**src/rtl/vga_pixel_output_stage.sv**
```systemverilog
// vga_pixel_output_stage
// ----------------------------------------------------------------------------
// Final stage of the video path. It runs the VGA raster counters that every
// drawing object reads. It registers the priority-mux colour and expands it to
// 8-bit DAC channels. It delays the per-coordinate active/hsync/vsync flags so
// that they leave the block on the same tick as the colour for that coordinate.
//
// Ports
//   clk           in   system clock
//   reset         in   asynchronous, active-high reset
//   pixel_en      in   pixel tick qualifier (one clk wide)
//   rgb_in        in   [7:0]  mux colour {R[2:0],G[2:0],B[1:0]}
//   pixelX        out  [10:0] current horizontal count
//   pixelY        out  [10:0] current vertical count
//   startOfFrame  out  one-clk pulse when the raster wraps to (0,0)
//   red/green/blue out [7:0]  DAC channel values
//   hsync, vsync  out  sync outputs, asserted level = SYNC_POL
//   blank_n       out  1 = active video at the DAC output
//
// Pixel tick: there is no handshake. pixel_en is a pure enable. Every register
// in the block advances on a clk edge where pixel_en=1 and holds otherwise, so
// stalling pixel_en for any length of time loses and repeats nothing.
// startOfFrame is the exception: it is a pulse and returns to 0 on the next clk.
// ----------------------------------------------------------------------------
module vga_pixel_output_stage #(
   parameter int H_ACTIVE   = 640,
   parameter int H_FP       = 16,
   parameter int H_SYNC     = 96,
   parameter int H_BP       = 48,
   parameter int V_ACTIVE   = 480,
   parameter int V_FP       = 10,
   parameter int V_SYNC     = 2,
   parameter int V_BP       = 33,
   parameter int PIPE_DEPTH = 2,     // 1..4 ticks, coordinate issue to DAC
   parameter bit SYNC_POL   = 1'b0   // asserted sync level
) (
   input  logic        clk,
   input  logic        reset,
   input  logic        pixel_en,
   input  logic [7:0]  rgb_in,
   output logic [10:0] pixelX,
   output logic [10:0] pixelY,
   output logic        startOfFrame,
   output logic [7:0]  red,
   output logic [7:0]  green,
   output logic [7:0]  blue,
   output logic        hsync,
   output logic        vsync,
   output logic        blank_n
);

   localparam int H_TOTAL = H_ACTIVE + H_FP + H_SYNC + H_BP;
   localparam int V_TOTAL = V_ACTIVE + V_FP + V_SYNC + V_BP;

   localparam logic [10:0] H_LAST   = 11'(H_TOTAL - 1);
   localparam logic [10:0] V_LAST   = 11'(V_TOTAL - 1);
   localparam logic [10:0] H_ACT    = 11'(H_ACTIVE);
   localparam logic [10:0] V_ACT    = 11'(V_ACTIVE);
   localparam logic [10:0] HS_FIRST = 11'(H_ACTIVE + H_FP);
   localparam logic [10:0] HS_LAST  = 11'(H_ACTIVE + H_FP + H_SYNC - 1);
   localparam logic [10:0] VS_FIRST = 11'(V_ACTIVE + V_FP);
   localparam logic [10:0] VS_LAST  = 11'(V_ACTIVE + V_FP + V_SYNC - 1);

   // Flags for the coordinate the counters show now, packed as {active, hs, vs}.
   // All-zero means "blank, no sync", which is also the reset contents of the
   // delay line.
   logic       raw_active;
   logic       raw_hs;
   logic       raw_vs;
   logic [2:0] raw_flags;
   logic [2:0] tap;

   assign raw_active = (pixelX < H_ACT) && (pixelY < V_ACT);
   assign raw_hs     = (pixelX >= HS_FIRST) && (pixelX <= HS_LAST);
   assign raw_vs     = (pixelY >= VS_FIRST) && (pixelY <= VS_LAST);
   assign raw_flags  = {raw_active, raw_hs, raw_vs};

   // Raster counters
   always_ff @(posedge clk or posedge reset) begin
      if (reset) begin
         pixelX       <= 11'd0;
         pixelY       <= 11'd0;
         startOfFrame <= 1'b0;
      end else begin
         startOfFrame <= 1'b0;
         if (pixel_en) begin
            if (pixelX == H_LAST) begin
               pixelX <= 11'd0;
               if (pixelY == V_LAST) begin
                  pixelY       <= 11'd0;
                  startOfFrame <= 1'b1;
               end else begin
                  pixelY <= pixelY + 11'd1;
               end
            end else begin
               pixelX <= pixelX + 11'd1;
            end
         end
      end
   end

   // The flag delay line is PIPE_DEPTH-1 stages long. The output register adds
   // the last tick, so the total latency is PIPE_DEPTH ticks. At depth 1 the
   // output register takes the raw flags directly.
   generate
      if (PIPE_DEPTH <= 1) begin : g_no_delay
         assign tap = raw_flags;
      end else begin : g_delay
         logic [2:0] stage [PIPE_DEPTH-1];

         always_ff @(posedge clk or posedge reset) begin
            if (reset) begin
               for (int i = 0; i < PIPE_DEPTH - 1; i++) stage[i] <= 3'b000;
            end else if (pixel_en) begin
               stage[0] <= raw_flags;
               for (int i = 1; i < PIPE_DEPTH - 1; i++) stage[i] <= stage[i-1];
            end
         end

         assign tap = stage[PIPE_DEPTH-2];
      end
   endgenerate

   // Output register. The colour is sampled on the same tick that the delayed
   // flags arrive. The upstream mux latency is absorbed by the delay line
   // rather than by a colour pipeline.
   // Channel expansion uses bit replication, so full scale maps to 0xFF.
   always_ff @(posedge clk or posedge reset) begin
      if (reset) begin
         red     <= 8'h00;
         green   <= 8'h00;
         blue    <= 8'h00;
         blank_n <= 1'b0;
         hsync   <= ~SYNC_POL;
         vsync   <= ~SYNC_POL;
      end else if (pixel_en) begin
         blank_n <= tap[2];
         hsync   <= tap[1] ? SYNC_POL : ~SYNC_POL;
         vsync   <= tap[0] ? SYNC_POL : ~SYNC_POL;
         if (tap[2]) begin
            red   <= {rgb_in[7:5], rgb_in[7:5], rgb_in[7:6]};
            green <= {rgb_in[4:2], rgb_in[4:2], rgb_in[4:3]};
            blue  <= {4{rgb_in[1:0]}};
         end else begin
            red   <= 8'h00;
            green <= 8'h00;
            blue  <= 8'h00;
         end
      end
   end

endmodule
```
**config.mk**
```make
export PLATFORM = sky130hd
export DESIGN_NAME = vga_pixel_output_stage
export DESIGN_NICKNAME = d
export VERILOG_FILES = /design/src/rtl/vga_pixel_output_stage.sv
export SDC_FILE = /design/constraint.sdc
export NUM_CORES = 1
export LEC_CHECK = 0
export CORE_UTILIZATION = 50
export CTS_BUF_LIST = sky130_fd_sc_hd__clkbuf_2
export DETAILED_ROUTE_END_ITERATION = 10
export PLACE_DENSITY = 0.86
export SYNTH_ARGS = -nofsm -noshare
export SYNTH_HDL_FRONTEND = slang
export SYNTH_SLANG_ARGS = --single-unit
```
**constraint.sdc**
```tcl
create_clock -name clk -period 3.9 [get_ports clk]
set_input_delay 0.975 -clock clk [delete_from_list [all_inputs] [get_ports clk]]
set_output_delay 0.975 -clock clk [all_outputs]
set_load 0.005 [all_outputs]
```
==> impl_summary.txt, run 1 <==
----------------------------------------------------
[Detailed routing]
  Vias per cell ... about 5.4
  Residual DRC count ... 0
  Count of TritonRoute iterations in the first routing pass ... 4
  Total Wirelength ... 3.744 mm
  Overall via count from detail_route ... around 1500
  Post-detailed-route count of antenna-violating nets ... 0
  Routed wire length per instance ... 13.82 µm
  Violation count after the first detailed-routing iteration ... 46

[Worst hold path]
  Min-Delay Startpoint ... g_delay.stage[1]$_DFFE_PP0P_
  Hold depth ... 1
  Hold EP ... hsync$_DFFE_PP1P_
  Hold Crit Class ... register to register

[Timing]
  Transition at the pin with the smallest max-transition slack ... 732.0 ps
  Number of max-slew violations in the final report ... 0
  Fin crit share ... 0.7017
  Endpoints failing setup ... 0
  Min Clock Period, post-route ... 2737 ps
  Max Clock Freq ... 365.4 MHz
  Slew headroom ... 0.5114
  Unrepaired setup endpoints after global routing ... no
  Final hold violations ... 0
  Total Neg Setup Slack ... 0 ps
  Maximum clock skew at final layout ... 16.00 ps

[Setup path]
  Data required time at the worst endpoint ... 4220 ps
  Depth of the most critical reg-to-reg path ... 5
  CP Launch Type ... input port
  Cells traversed along the worst timing path ... clkdlybuf4s50_1 > nand4_2 > or4_4 > nor4_2 > xor2_1
  Crit Path Category ... input port to register
  Setup crit end kind ... register
  End of the worst register-to-register path ... pixelY[10]$_DFFE_PP0P_
  Number of buffers and inverters on the critical path ... 1
  Critical-path cell with the highest stage delay ... clkdlybuf4s50_1
  Slack of the worst reg-to-reg path ... 1780 ps
  Worst-path fanout max ... 13
  Worst EP arrival ... 3060 ps
  Startpoint of the most critical register-to-register path ... pixelX[0]$_DFFE_PP0P_
  Top Family by Delay on Critical Path ... simple AND/OR/NAND/NOR gates
  Peak per-stage delay on the critical path ... 680 ps

[Floorplan]
  Row count ... 21
  Starting density of the core ... 0.5383
  Overall die width ... 62.88 µm
  Top-level port count ... 61
  Area of the die ... 3953 µm²
  Die height ... 62.88 µm
  Core area ... 3442 µm²

[Pwr]
  Share of total power in combinational logic ... 0.226
  Switching share of total power ... 0.3037
  Clock network fraction of design power ... 0.204
  Worst ir drop on vdd ... 0.2918 mV
  Switching power ... around 250 µW
  Flop pwr share ... 0.570
  Internal power consumption ... 581.4 µW
  P per Cell Area ... about 350 nW/µm²
  Static leakage ... 1.045 nW

[Yosys]
  Number of distinct library cells after synthesis ... 41
  Sequential-to-total area share from yosys stat ... 0.5010
  Number of storage elements in the synthesis netlist ... 37
  Adder-cell share of the synthesized area ... 0.02026
  Simple-Gate Fraction of Synth Area ... 0.1904
  Synth Cell Area ... 1853 µm²
  Post-synth net total ... 189
  Most common cell in the netlist ... dfrtp_1
  Mean cell area of the mapped netlist ... 10.59 µm²
  Predominant post-synthesis flop cell ... dfrtp_1
  Share of the synthesized area in compound gates (AO/OA/AOI/OAI) ... 0.1168
  Fraction of post-synthesis cell area in the top cell type by area ... 0.4727
  Top cells by count, synth ... 35 x dfrtp_1, 17 x buf_4, 12 x nor2_1, 11 x nand2_1, 11 x o21ai_0
  Number of warnings reported in the yosys synthesis log ... 0
  Multiplexer area fraction after synthesis ... 0.01080
  Ranking of synthesized cells by area ... dfrtp_1 47%, buf_4 6.9%, xnor2_1 4.3%, a22o_1 3.8%, o21ai_0 3.0%
  Largest family of logic cells by synthesized area ... simple AND/OR/NAND/NOR gates
  Library cell occupying the most area in the post-synthesis netlist ... dfrtp_1
  EDFF count, synth ... 0
  Share of synthesized flip-flops with an asynchronous set or reset ... 1.000
  Xor and xnor fraction of the mapped netlist area ... 0.06144
  Synthesized instance count ... 175

[Clock tree]
  TritonCTS clock tree ... yes
  TritonCTS sink count ... 37
  Post-CTS setup buffers ... 0
  CTS Root Buffer Type ... clkbuf_2
  Hold bufs inserted after CTS ... 0
  Clock slew at reported path FFs ... 180 ps
  Maximum root-to-sink buffer count ... 2
  Number of buffers created by CTS ... 5
  H-tree levels ... 2
  Post-cts repair resize count ... 0
  Insertion delay to the later sink of the worst-skew pair ... 380 ps

[Place]
  Half-perimeter wire length after detailed placement ... between 2 and 3 mm
  Port-buffer cells ... 60
  Instance area at placement ... around 2400 µm²
  Routability-driven placement congestion ratio ... 0.8777
  Cell count after placement ... 263

[Global route]
  Global-route usage over all layers ... 0.2143
  Wire length of the first global-routing pass ... between 6 and 7 mm
  Remaining global-route overflow ... 0
  Via count of the first global-routing pass ... 1391
  Pin count of the biggest net entering global routing ... 21
  Initial antenna violation count ... 0

[Final layout]
  Finished layout cell area ... between 2000 and 2500 µm²
  Layout cells sized above 1 ... 0.09333
  Post-route non-filler standard cell count ... between 200 and 300
  Nets ... 238
  Diode insertion count for antenna repair ... 0
  Layout overhead on the synthesized area ... 30.52%

[Flow run]
  Maximum capacitance violations ... 0

[Status]
  Outcome ... complete, no violations

----------------------------------------------------
==> cell usage in the layout (no fill, tap or decap), drive strengths merged, types with 3 or more instances in the layout <==
cell type      instances
a21oi                  3
a22o                   8
clkbuf                 7
clkdlybuf4s50         60
dfrtp                 35
ha                     3
inv                    9
nand2                 11
nand3                  9
nand4                  5
nor2                  12
nor3                   3
nor4                   4
o21ai                 12
or3                    3
xnor2                  9
xor2                   4
==> cell type report <==
class	count	area [µm²]
Inverter	10	37.54
Clock inverter	1	3.754
Timing Repair Buffer	62	615.6
Multi-Input combinational cell	108	740.7
Tap cell	46	57.56
Clock buffer	7	35.03
Fill cell	257	1023
Sequential cell	37	928.4
==> sequential cells by signal, summed over array words and instances, names as in the netlist <==
signal         count
red                3
vsync              1
startOfFrame       1
g_delay.stage      3
green              3
pixelX            11
blank_n            1
pixelY            11
blue               2
hsync              1
==> worst reg2reg max path, stage by stage, from the launching register on <==
cell and delay, ps:
dfrtp_1 470, ha_1 240, nand4_2 180, or4_4 680, nor4_2 330, xor2_1 180
==> power by group through the flow <==
stage	clock network (mW)	logic (mW)	registers (mW)
floorplan	0	0.0923	0.476
global placement	0	0.185	0.481
global route	0.196	0.209	0.484
finish	0.170	0.189	0.476
CTS	0.175	0.192	0.476
detailed placement	0	0.190	0.483
==> stage by stage <==
| step | util | power, mW | hold WS [ps] | worst slack [ps] |
|---|---|---|---|---|
| 4_1_cts | 0.7027 | 0.8420 | 445.9 | 1169 |
| 5_1_grt | 0.7027 | 0.8883 | 476.4 | 1026 |
| 3_3_place_gp | 0.6914 | 0.6661 | 396.3 | 864.5 |
| 3_5_place_dp | 0.6914 | 0.6722 | 415.1 | 729.7 |
| 6_report | 0.7027 | 0.8349 | 439.3 | 1163 |
| 2_1_floorplan | - | 0.5680 | 391.3 | 1507 |
==> how the worst max path moves through the flow <==
stage,start,endpoint,slack (ps),cells past startpoint
2_1_floorplan,pixel_en,pixelY[7]$_DFFE_PP0P_,1510,6
3_3_place_gp,pixel_en,pixelY[10]$_DFFE_PP0P_,860,5
3_5_place_dp,pixel_en,pixelY[10]$_DFFE_PP0P_,730,5
4_1_cts,pixel_en,pixelY[10]$_DFFE_PP0P_,1170,5
5_1_grt,pixel_en,pixelY[7]$_DFFE_PP0P_,1030,5
6_report,pixel_en,pixelY[10]$_DFFE_PP0P_,1160,5
==> cells by family (layout without fill, tap and decap cells) <==
family / after synthesis / count (layout)
adders and majority gates: 3 / 3
DFF: 37 / 37
AOI/OAI and AO/OA: 32 / 32
muxes: 2 / 2
buffers and inverters: 30 / 80
xor gates and xnor gates: 13 / 13
and+or+nand+nor: 58 / 58
==> routing by layer <==
metal | GRT usage | vias to the layer above | part of all wire
li1 | - | 706 | -
met5 | 0 | - | 0
met2 | 0.3414 | 59 | 0.49
met4 | 0.09012 | 0 | 0.0072
met3 | 0.05474 | 2 | 0.056
met1 | 0.2750 | 703 | 0.45
No activity file was read; power rests on OpenSTA's default activity.
==> inputs of run 2 (changes only) <==
Settings changed: CORE_UTILIZATION 50 to 43, PLACE_DENSITY 0.86 to 0.79.
Clock period 3.9 ns to 2.5 ns, I/O delays scaled along.
==> run 2 against run 1 <==
Net effect:
- register-to-register slack got worse by 1300 ps
- final area rose by 1.8%
- clock-buffer cell count did not move
- clock power rose by 56%
- critical path type is now register to output port
- largest cell class unchanged
- worst setup slack worse by 740 ps
- hold slack lost 7.7 ps
==> impl_summary.txt, run 2 (synthesized netlist as in run 1, its figures left out) <==
----------------------------------------------------
[Global route]
  Via count of the first global-routing pass ... 1306 (was 1391)
  Remaining global-route overflow ... 0 (unchanged)
  Global-route usage over all layers ... 0.1798 (was 0.2143)
  Wire length of the first global-routing pass ... 6.003 mm (was 6.561 mm)
  Initial antenna violation count ... 0 (unchanged)
  Pin count of the biggest net entering global routing ... 14 (was 21)

[Setup path]
  Slack of the worst reg-to-reg path ... 510 ps (was 1780 ps)
  Logic depth of the worst path, buffers included ... 1 (was 5)
  Cells traversed along the worst timing path ... clkdlybuf4s50_1 (was clkdlybuf4s50_1 > nand4_2 > or4_4 > nor4_2 > xor2_1)
  Worst-path fanout max ... 8 (was 13)
  Critical-path cell with the highest stage delay ... clkdlybuf4s50_1 (unchanged)
  CP Launch Type ... register (was input port)
  Depth of the most critical reg-to-reg path ... 5 (unchanged)
  First element of the critical path ... pixelX[5]$_DFFE_PP0P_ (was pixel_en)
  End of the worst register-to-register path ... pixelY[3]$_DFFE_PP0P_ (was pixelY[10]$_DFFE_PP0P_)
  Data required time at the worst endpoint ... 1880 ps (was 4220 ps)
  Worst EP arrival ... 1450 ps (was 3060 ps)
  Setup crit end kind ... output port (was register)
  Crit Path Category ... register to output port (was input port to register)
  Peak per-stage delay on the critical path ... 550 ps (was 680 ps)
  End point of the critical path ... pixelX[5] (was pixelY[10]$_DFFE_PP0P_)
  Startpoint of the most critical register-to-register path ... pixelX[0]$_DFFE_PP0P_ (unchanged)
  Top Family by Delay on Critical Path ... buffers and inverters (was simple AND/OR/NAND/NOR gates)
  Number of buffers and inverters on the critical path ... 1 (unchanged)

[Floorplan]
  Overall die width ... 67.65 µm (was 62.88 µm)
  Top-level port count ... 61 (unchanged)
  Row count ... 23 (was 21)
  Starting density of the core ... 0.4567 (was 0.5383)
  Core area ... 4058 µm² (was 3442 µm²)
  Area of the die ... 4576 µm² (was 3953 µm²)
  Die height ... 67.65 µm (was 62.88 µm)

[Clock tree]
  CTS Root Buffer Type ... clkbuf_2 (unchanged)
  H-tree levels ... 2 (unchanged)
  Hold bufs inserted after CTS ... 0 (unchanged)
  Insertion delay to the later sink of the worst-skew pair ... 390 ps (was 380 ps)
  Post-cts repair resize count ... 0 (unchanged)
  Post-CTS setup buffers ... 0 (unchanged)
  TritonCTS clock tree ... yes (unchanged)
  TritonCTS sink count ... 37 (unchanged)
  Maximum root-to-sink buffer count ... 2 (unchanged)
  Clock slew at reported path FFs ... 180 ps (about the same)
  Number of buffers created by CTS ... 5 (unchanged)

[Timing]
  Min Clock Period, post-route ... 2076 ps
  Unrepaired setup endpoints after global routing ... no (unchanged)
  Final hold violations ... 0 (unchanged)
  Number of max-slew violations in the final report ... 0 (unchanged)
  Max Clock Freq ... 481.7 MHz
  Fin crit share ... 0.8303
  Endpoints failing setup ... 0 (unchanged)
  Total Neg Setup Slack ... 0 ps (unchanged)
  Final hold slack ... 431.6 ps (was 439.3 ps)
  Maximum clock skew at final layout ... 23.81 ps (was 16.00 ps)
  Transition at the pin with the smallest max-transition slack ... 503.9 ps (was 732.0 ps)
  Slew headroom ... 0.6637 (was 0.5114)

[Pwr]
  Clock network fraction of design power ... 0.203 (was 0.204)
  Static leakage ... 1.069 nW (was 1.045 nW)
  Internal power consumption ... 912.0 µW (was 581.4 µW)
  Switching power ... 395.6 µW (was 253.5 µW)
  Share of total power in combinational logic ... 0.232 (was 0.226)
  Flop pwr share ... 0.565 (was 0.570)
  Worst ir drop on vdd ... 0.3527 mV (was 0.2918 mV)
  Total power of the final layout ... 1.308 mW (was 834.9 µW)
  Switching share of total power ... 0.3025 (was 0.3037)
  P per Cell Area ... 531.3 nW/µm² (was 345.2 nW/µm²)

[Detailed routing]
  Vias per cell ... 5.304 (was 5.424)
  Overall via count from detail_route ... 1485 (was 1470)
  Routed wire length per instance ... 13.81 µm (was 13.82 µm)
  Total Wirelength ... 3.866 mm (was 3.744 mm)
  Count of TritonRoute iterations in the first routing pass ... 4 (unchanged)
  Post-detailed-route count of antenna-violating nets ... 0 (unchanged)
  Violation count after the first detailed-routing iteration ... 52 (was 46)
  Residual DRC count ... 0 (unchanged)

[Place]
  Port-buffer cells ... 60 (unchanged)
  Routability-driven placement congestion ratio ... 0.7948 (was 0.8777)
  Instance area at placement ... 2422 µm² (was 2380 µm²)
  Half-perimeter wire length after detailed placement ... 2.919 mm (was 2.754 mm)

[Worst hold path]
  Min-Delay Startpoint ... g_delay.stage[1]$_DFFE_PP0P_ (unchanged)
  Hold Crit Class ... register to register (unchanged)

[Final layout]
  End-of-flow core utilization ... 0.6065 (was 0.7027)
  Layout overhead on the synthesized area ... 32.82% (was 30.52%)
  Fill cells ... 366 (was 257)
  Commonest cells after routing, fill and taps aside ... 60 x clkdlybuf4s50_1, 35 x dfrtp_1, 12 x nor2_1, 11 x nand2_1, 11 x o21ai_0 (unchanged)
  Area occupied by multi-input gates ... 740.7 µm² (unchanged)
  Most common cell after layout, fill and taps aside ... clkdlybuf4s50_1 (unchanged)
  Layout cells sized above 1 ... 0.1130 (was 0.09333)
  Nets ... 243 (was 238)
  Largest regs ... pixelX (11), pixelY (11) (unchanged)
  Diode insertion count for antenna repair ... 0 (unchanged)
  Storage element area ... 928.4 µm² (unchanged)
  Finished layout cell area ... 2461 µm² (was 2419 µm²)

[Status]
  Outcome ... complete, no violations (unchanged)

[Flow run]
  Maximum capacitance violations ... 0 (unchanged)

----------------------------------------------------
[run 2: worst min path at each step]
stage	to	slack (ps)	cells past startpoint
floorplan	vsync$_DFFE_PP1P_	390	1
global placement	vsync$_DFFE_PP1P_	400	1
detailed placement	hsync$_DFFE_PP1P_	410	1
CTS	hsync$_DFFE_PP1P_	440	1
global route	hsync$_DFFE_PP1P_	490	1
finish	hsync$_DFFE_PP1P_	430	1
[run 2: area by class of cell]
type	instances	area share
tap	50	0.02542
timing repair buffer	67	0.2654
clock inverter	1	0.001525
multi-input combinational	108	0.3010
sequential	37	0.3772
inverter	10	0.01525
clock buffer	7	0.01423
[run 2: per-layer routing]
layer | vias to the layer above | global-route usage | wire length [µm]
met4 | 0 | 0.07181 | 51
met5 | - | 0 | 0
met2 | 64 | 0.2673 | 1762
met3 | 6 | 0.06081 | 298
met1 | 704 | 0.2378 | 1754
li1 | 711 | - | -
[run 2: stage by stage]
| stage | std cells | setup slack, ps |
|---|---|---|
| after floorplan | 175 | 457.1 |
| after CTS | 280 | 394.1 |
| final | 280 | 424.2 |
| after global routing | 280 | 329.3 |
| after detailed placement | 272 | 90.53 |
| after global placement | 272 | 112.7 |
[run 2: power groups by stage]
stage               Sequential (mW)  Combinational (mW)  Clock [mW]
floorplan                     0.742               0.144           0
global placement              0.748               0.297           0
detailed placement            0.750               0.309           0
CTS                           0.739               0.309       0.280
global route                  0.749               0.332       0.306
finish                        0.739               0.303       0.265
==> inputs of run 3 (changes only) <==
Settings changed: CORE_UTILIZATION 43 to 47, PLACE_DENSITY 0.79 to 0.82.
Clock period 2.5 ns to 2.02 ns, I/O delays scaled along.
==> run 3 against run 2 <==
Net effect:
- global-route usage rose by 3.4 points
- sequential power rose by 19%
- critical endpoint is now pixelY[6]
- sequential share of layout area fell by 0.83 points
- utilization rose by 7.2 points
- final area rose by 2.4%
- clock-buffer cell count fell by 1
==> impl_summary.txt, run 3 (synthesized netlist as in run 1, its figures left out) <==
----------------------------------------------------
[Status]
  Outcome ... complete, no violations (unchanged)

[Setup path]
  Startpoint of the most critical register-to-register path ... pixelX[0]$_DFFE_PP0P_ (unchanged)
  Top Family by Delay on Critical Path ... buffers and inverters (unchanged)
  Data required time at the worst endpoint ... 1510 ps (was 1880 ps)
  First element of the critical path ... pixelY[6]$_DFFE_PP0P_ (was pixelX[5]$_DFFE_PP0P_)
  Number of buffers and inverters on the critical path ... 1 (unchanged)
  Critical-path cell with the highest stage delay ... clkdlybuf4s50_1 (unchanged)
  Worst EP arrival ... 1470 ps (was 1450 ps)
  Cells traversed along the worst timing path ... clkdlybuf4s50_1 (unchanged)
  CP Launch Type ... register (unchanged)
  Setup crit end kind ... output port (unchanged)
  Crit Path Category ... register to output port (unchanged)
  Peak per-stage delay on the critical path ... 540 ps (was 550 ps)
  Worst-path fanout max ... 6 (was 8)

[Final layout]
  Layout overhead on the synthesized area ... 35.99% (was 32.82%)
  Nets ... 249 (was 243)
  Storage element area ... 929.6 µm² (was 928.4 µm²)
  Area occupied by multi-input gates ... 752.0 µm² (was 740.7 µm²)
  Commonest cells after routing, fill and taps aside ... 58 x clkdlybuf4s50_1, 34 x dfrtp_1, 12 x nor2_1, 12 x buf_4 (was 60 x clkdlybuf4s50_1, 35 x dfrtp_1, 12 x nor2_1, 11 x nand2_1, 11 x o21ai_0)
  Fill cells ... 310 (was 366)
  Most common cell after layout, fill and taps aside ... clkdlybuf4s50_1 (unchanged)
  Diode insertion count for antenna repair ... 0 (unchanged)
  Largest regs ... pixelX (11), pixelY (11) (unchanged)
  End-of-flow core utilization ... 0.6781 (was 0.6065)
  Layout cells sized above 1 ... 0.1447 (was 0.1130)

[Floorplan]
  Starting density of the core ... 0.4987 (was 0.4567)
  Overall die width ... 64.79 µm (was 67.65 µm)
  Area of the die ... 4198 µm² (was 4576 µm²)
  Top-level port count ... 61 (unchanged)
  Die height ... 64.79 µm (was 67.65 µm)
  Core area ... 3716 µm² (was 4058 µm²)
  Row count ... 22 (was 23)

[Timing]
  Transition at the pin with the smallest max-transition slack ... 526.0 ps (was 503.9 ps)
  Min Clock Period, post-route ... approximately 2000 ps
  Max Clock Freq ... between 500 and 600 MHz
  Total Neg Setup Slack ... 0 ps (unchanged)
  Maximum clock skew at final layout ... 24.49 ps (was 23.81 ps)
  Slew headroom ... 0.6444 (was 0.6637)
  Fin crit share ... 0.9761
  Number of max-slew violations in the final report ... 0 (unchanged)
  Endpoints failing setup ... 0 (unchanged)
  Unrepaired setup endpoints after global routing ... yes (was no)
  Final hold violations ... 0 (unchanged)

[Pwr]
  Total power of the final layout ... 1.672 mW (was 1.308 mW)
  Static leakage ... 1.109 nW (was 1.069 nW)
  P per Cell Area ... 663.4 nW/µm² (was 531.3 nW/µm²)
  Worst ir drop on vdd ... 0.5988 mV (was 0.3527 mV)

[Clock tree]
  CTS Root Buffer Type ... clkbuf_2 (unchanged)
  Post-CTS setup buffers ... 0 (unchanged)
  TritonCTS clock tree ... yes (unchanged)
  TritonCTS sink count ... 37 (unchanged)
  Insertion delay to the later sink of the worst-skew pair ... 410 ps (was 390 ps)
  Clock slew at reported path FFs ... 190 ps (was 180 ps)
  Hold bufs inserted after CTS ... 0 (unchanged)
  Maximum root-to-sink buffer count ... 2 (unchanged)
  H-tree levels ... 2 (unchanged)
  Number of buffers created by CTS ... 5 (unchanged)

[Place]
  Routability-driven placement congestion ratio ... 0.8698 (was 0.7948)
  Half-perimeter wire length after detailed placement ... 2.875 mm (was 2.919 mm)
  Port-buffer cells ... 60 (unchanged)

[Global route]
  Pin count of the biggest net entering global routing ... 38 (was 14)
  Global-route usage over all layers ... 0.2137 (was 0.1798)
  Via count of the first global-routing pass ... 1424 (was 1306)
  Wire length of the first global-routing pass ... 6.741 mm (was 6.003 mm)
  Remaining global-route overflow ... 0 (unchanged)
  Initial antenna violation count ... 0 (unchanged)

[Detailed routing]
  Count of TritonRoute iterations in the first routing pass ... 4 (unchanged)
  Met2 WL post-DR ... 1.864 mm (was 1.762 mm)
  Uppermost signal routing layer after detailed routing ... met4 (unchanged)
  Violation count after the first detailed-routing iteration ... 73 (was 52)
  Residual DRC count ... 0 (unchanged)
  Met1 routed wirelength after detailed routing ... 1.708 mm (was 1.754 mm)
  Met3 routed wirelength ... 320 µm (was 298 µm)
  Total Wirelength ... 3.977 mm (was 3.866 mm)
  Overall via count from detail_route ... 1536 (was 1485)
  Post-detailed-route count of antenna-violating nets ... 0 (unchanged)
  Vias per cell ... 5.428 (was 5.304)
  Routed wire length per instance ... 14.05 µm (was 13.81 µm)

[Worst hold path]
  Hold Crit Class ... register to register (unchanged)
  Min-Delay Startpoint ... g_delay.stage[1]$_DFFE_PP0P_ (unchanged)

[Flow run]
  Maximum capacitance violations ... 0 (unchanged)

----------------------------------------------------
-- run 3: cell count changes in the layout (fill, tap and decap cells not counted) --
cell,before,now
buf_4,7,12
buf_6,0,1
clkbuf_2,7,6
clkdlybuf4s50_1,60,58
dfrtp_1,35,34
dfrtp_2,0,1
dlymetal6s2s_1,0,2
nand3_1,9,8
nand3_2,0,1
nor4b_1,2,1
nor4b_2,0,1
-- run 3: stage by stage --
stage | hold slack, ps | cell area (µm²) | setup slack, ps | cells
after detailed placement | 408.3 | 2465 | -276.4 | 276
final | 429.2 | 2520 | 48.30 | 283
after global placement | 397.7 | 2465 | -231.0 | 276
after floorplan | 391.3 | 1853 | 93.37 | 175
after CTS | 431.2 | 2499 | 40.35 | 283
after global routing | 475.6 | 2520 | -12.27 | 283
-- run 3: worst register-to-register path, delay by kind of cell (launching register included) --
family,cells,cell delay (ps)
flip-flops,1,390
XOR/XNOR,1,160
adder cells (fa/ha/maj),1,210
AND/OR/NAND/NOR,3,1040
-- run 3: where the power goes --
part | internal, mW | switching, mW
registers | 0.811 | 0.0716
logic | 0.271 | 0.197
clock network | 0.0806 | 0.240
total | 1.16 | 0.509
-- run 3: final timing paths --
kind	to	cells past startpoint	slack [ps]
worst max-delay path	pixelY[6]	1	50
worst min-delay path	hsync$_DFFE_PP1P_	1	430
worst max register to register	pixelY[10]$_DFFE_PP0P_	5	160
worst min register to register	hsync$_DFFE_PP1P_	1	430
max in group asynchronous	hsync$_DFFE_PP1P_	3	1180
min in group asynchronous	startOfFrame$_DFF_PP0_	3	470
-- run 3: area by class of cell --
class,count,area share
clock buffer,6,0.01192
inverter,10,0.01490
multi-input combinational,108,0.2984
sequential,37,0.3689
timing repair buffer,73,0.2805
clock inverter,1,0.001490
tap,48,0.02383
-- run 3: routing by layer --
metal  up-vias  track usage
li1        726            -
met1       730       0.2629
met2        73       0.3411
met3         7      0.07042
met4         0      0.09167
met5         -            0
-- run 3: what timing repair did --
item                                    in CTS  in global routing
endpoints found under the setup margin       0                  9
hold endpoints to repair                     0                  0
gates resized for setup                      0                  6
==> patch 1, RTL diff (config.mk and constraints of run 2) <==
`SYNC_POL`: 1'b0 -> 1'b1.
--- a/src/rtl/vga_pixel_output_stage.sv
+++ b/src/rtl/vga_pixel_output_stage.sv
@@ -34,3 +34,3 @@
    parameter int PIPE_DEPTH = 2,     // 1..4 ticks, coordinate issue to DAC
-   parameter bit SYNC_POL   = 1'b0   // asserted sync level
+   parameter bit SYNC_POL   = 1'b1   // asserted sync level
 ) (
Check against the original RTL: not equivalent (a bounded check fails within 4 cycles, from zero or initial values and one cycle with reset high).
==> patch 1 against run 2 <==
- routed wire length grew 5.7%
- via count rose by 2.6%
- synthesized area increased by 3.0%
- count of clock-buffer cells in the layout is 2 lower
- non-clock buffer count grew 1
- total power grew 9.3%
- sequential cell count unchanged
- cell area increased by 1.5%
- sequential share of layout area fell by 0.67 points
- synthesized cell count up 5.7%
- clock power down 5%
- setup slack lost 48 ps
- cell count increased by 2.1%
==> patch 1: results (changes against run 2) <==
| Metric | Value |
|---|---|
| Seq pwr share | 54.4% (was 56.5%) |
| Sw Ratio | 31.3% (was 30.3%) |
| Status | finished clean (unchanged) |
| Post-synthesis mux area share | 4.91% (was 1.08%) |
| Post-synthesis compound-gate area fraction | 9.76% (was 11.7%) |
| Vias | 1523 (was 1485) |
| Synthesized-area fraction occupied by xor and xnor cells | 4.59% (was 6.14%) |
| Crit Path Max Fanout | 9 (was 8) |
| IO Port Bufs | 60 (unchanged) |
| Slew HR | 64.8% (was 66.4%) |
| Die ar. | 4710 um2 (was 4580 um2) |
| Syn_nets | 199 (was 189) |
| Placed Cells incl. Taps | 278 (was 272) |
| Cell Int Power | 983 uW (was 912 uW) |
| Leading post-synthesis cells by cell area | dfrtp_1, buf_4, a22o_1 (was dfrtp_1, buf_4, xnor2_1) |
| Data buffer area share | 26.4% (was 26.5%) |
| Clk cell area share | 1.50% (was 1.58%) |
| Reg2reg setup slack | 550 ps (was 510 ps) |
| Adder-cell share of the synthesized area | 1.97% (was 2.03%) |
| P_clk | 253 uW (was 265 uW) |
| First-pass GRT wire length | 6450 um (was 6000 um) |
| Skew final | 5.00 ps (was 23.8 ps) |
| Multi-input logic area | 774 um2 (was 741 um2) |
| Sequential fraction of the synthesis area | 48.5% (was 50.1%) |
| Multi-In Gates | 113 (was 108) |
| Post-DR wirelength/cell | 14.3 um (was 13.8 um) |
| FILL cells | 372 (was 366) |
| Layout cells sized above 1 | 8.90% (was 11.3%) |
| Area taken by flip-flops and latches | 926 um2 (was 928 um2) |
| Synth Instances | 185 (was 175) |
| Maximum vdd drop | 0.000406 V (was 0.000353 V) |
| Pin count of the biggest net entering global routing | 38 (was 14) |
| Clk Tree Root Cell | clkbuf_2 (unchanged) |
| Total track usage | 19.0% (was 18.0%) |
| Most frequent cells after synthesis | dfrtp_1, buf_4, nand3_1 (was dfrtp_1, buf_4, nor2_1) |
| Placer's final routability congestion estimate | 0.869 (was 0.795) |
| Post-cts repair resize count | 0 (unchanged) |
| CLK BUF | 5 (was 7) |
| Static Leak | 1.09 nW (was 1.07 nW) |
| Clock-pin transition on the worst setup and hold timing paths | 170 ps |
| Starting DRT DRC Count | 99 (was 52) |
| Layout Nets | 249 (was 243) |
patch 1: changes by cell type after synthesis, moves of 4 or more:
cell	delta
nor3_1	+4
a21oi_1	+5
mux2i_1	+4
o21ai_0	-5
nand4_1	+4
patch 1: worst paths after layout:
path                           start  cells after the start         end
setup reg to reg           pixelX[5]                      5  pixelY[10]
setup / recovery           pixelX[6]                      1   pixelX[6]
min in group asynchronous      reset                      3   pixelY[4]
max in group asynchronous      reset                      3   pixelX[4]
hold / removal               blank_n                      1     blank_n
hold reg to reg              blank_n                      1     blank_n
patch 1: metal layers:
metal	part of all wire [%]	routed length [um]	vias up	track usage, %
met5	0	0	-	0
met3	6.7	272	5	5.76
met2	47	1940	52	31.4
met1	44	1820	726	23.3
li1	-	-	740	-
met4	1.4	59	0	7.03
patch 1: through the flow:
step / worst slack, ps / hold slack, ps
finish: 376 / 509
global route: 274 / 541
CTS: 364 / 516
detailed placement: 178 / 477
global placement: 170 / 472
floorplan: 501 / 474
==> patch 2, RTL diff (settings of run 2) <==
Without the edit above. Put one more register stage on the output `green`, cleared by the reset. The value now appears one clock later. The other outputs are not delayed to match.
--- a/src/rtl/vga_pixel_output_stage.sv
+++ b/src/rtl/vga_pixel_output_stage.sv
@@ -62,2 +62,4 @@
    localparam logic [10:0] VS_LAST  = 11'(V_ACTIVE + V_FP + V_SYNC - 1);
+
+   logic [7:0] green_s0;
 
@@ -130,3 +132,3 @@
          red     <= 8'h00;
-         green   <= 8'h00;
+         green_s0 <= 8'h00;
          blue    <= 8'h00;
@@ -141,3 +143,3 @@
             red   <= {rgb_in[7:5], rgb_in[7:5], rgb_in[7:6]};
-            green <= {rgb_in[4:2], rgb_in[4:2], rgb_in[4:3]};
+            green_s0 <= {rgb_in[4:2], rgb_in[4:2], rgb_in[4:3]};
             blue  <= {4{rgb_in[1:0]}};
@@ -145,3 +147,3 @@
             red   <= 8'h00;
-            green <= 8'h00;
+            green_s0 <= 8'h00;
             blue  <= 8'h00;
@@ -151,2 +153,10 @@
 
+   always_ff @(posedge clk or posedge reset) begin
+      if (reset) begin
+         green <= '0;
+      end else begin
+         green <= green_s0;
+      end
+   end
+
 endmodule
Behaviour: not the same (a bounded check fails within 4 cycles, from zero or initial values and one cycle with reset high).
==> patch 2 against run 2 <==
- total power rose by 14%
- combinational power fell by 2%
- synthesized area rose by 6.8%
- fmax fell by 6.0%
- sequential cell count rose by 3
- clock power rose by 47%
- cell area rose by 5.7%
- cell count rose by 1.8%
- setup slack got worse by 130 ps
- routed wire length rose by 9.3%
- critical path type unchanged
==> patch 2: results (changes against run 2) <==
| Metric | Value |
|---|---|
| Gate power share | 20.0% (was 23.2%) |
| Syn_nets | 196 (was 189) |
| DP Worst Slack | 280 ps (was 90.5 ps) |
| DR vias/cell | 5.55 (was 5.30) |
| Clock-pin transition on the worst setup and hold timing paths | 230 ps (was 180 ps) |
| Sequential fraction of the synthesis area | 50.7% (was 50.1%) |
| Skew final | 35.6 ps (was 23.8 ps) |
| Hold depth | 0 (was 1) |
| Placed Cells incl. Taps | 277 (was 272) |
| Final min period | 2210 ps (was 2080 ps) |
| Leading post-synthesis cells by cell area | dfrtp_1, buf_4, a22o_1 (was dfrtp_1, buf_4, xnor2_1) |
| Routed WL | 4230 um (was 3870 um) |
| Sw Pwr | 436 uW (was 396 uW) |
| Pin count of the biggest net entering global routing | 41 (was 14) |
| Synth Instances | 182 (was 175) |
| Clk pwr share | 26.2% (was 20.3%) |
| Vias in the first global route | 1417 (was 1306) |
| Reg2reg setup slack | 620 ps (was 510 ps) |
| Slowest stage delay, CP | 600 ps (was 550 ps) |
| Layout cells sized above 1 | 11.6% (was 11.3%) |
| Sw Ratio | 29.3% (was 30.3%) |
| Layout Nets | 246 (was 243) |
| Status | finished clean (unchanged) |
| Starting DRT DRC Count | 106 (was 52) |
| First-pass GRT wire length | 7000 um (was 6000 um) |
| Top delay family on crit path | flip-flops (was buffers and inverters) |
| Worst hold slack | 416 ps (was 432 ps) |
-- patch 2: changes by cell type after synthesis, sizes merged, moves of 3 or more --
cell and change:
and4 +6, or3 -3, o21ai -6, dfrtp +3
-- patch 2: final cells by class --
type                            instances  area [um2]  area share [%]
Clock buffer                            5        25.0           0.962
Clock inverter                          3        42.5            1.64
Inverter                               10        37.5            1.44
Multi-Input combinational cell        111         797            30.6
Sequential cell                        40        1000            38.6
Tap cell                               52        65.1            2.50
Timing Repair Buffer                   64         631            24.2
-- patch 2: worst paths after layout --
path / startpoint / end
worst max-delay path: pixelX[7] / pixelX[7]
worst min register to register: green_s0[5] / green[5]
max in group asynchronous: reset / pixelX[1]
worst max register to register: pixelX[0] / pixelY[10]
min in group asynchronous: reset / g_delay.stage[2]
worst min-delay path: green_s0[5] / green[5]
-- patch 2: kinds of logic after synthesis --
| logic type | share of synthesized area (%) |
|---|---|
| xor gates and xnor gates | 5.75 |
| buffers and inverters | 9.04 |
| DFF | 50.7 |
| adders and majority gates | 1.90 |
| and+or+nand+nor | 20.2 |
| AOI/OAI and AO/OA | 9.80 |
| muxes | 2.65 |
-- patch 2: metal layers --
layer | vias up | global-route usage [%] | routed length [um] | share of wire, %
met5 | - | 0 | 0 | 0
met4 | 0 | 5.11 | 48 | 1.1
met3 | 7 | 6.40 | 288 | 6.8
met2 | 71 | 28.0 | 1990 | 47
met1 | 762 | 24.4 | 1900 | 45
li1 | 742 | - | - | -
-- patch 2: metrics by stage --
stage / utilization [%] / cell area [um2]
floorplan: - / 1980
CTS: 59.3 / 2600
detailed placement: 57.8 / 2530
finish: 59.3 / 2600
global route: 59.3 / 2600
global placement: 57.8 / 2530
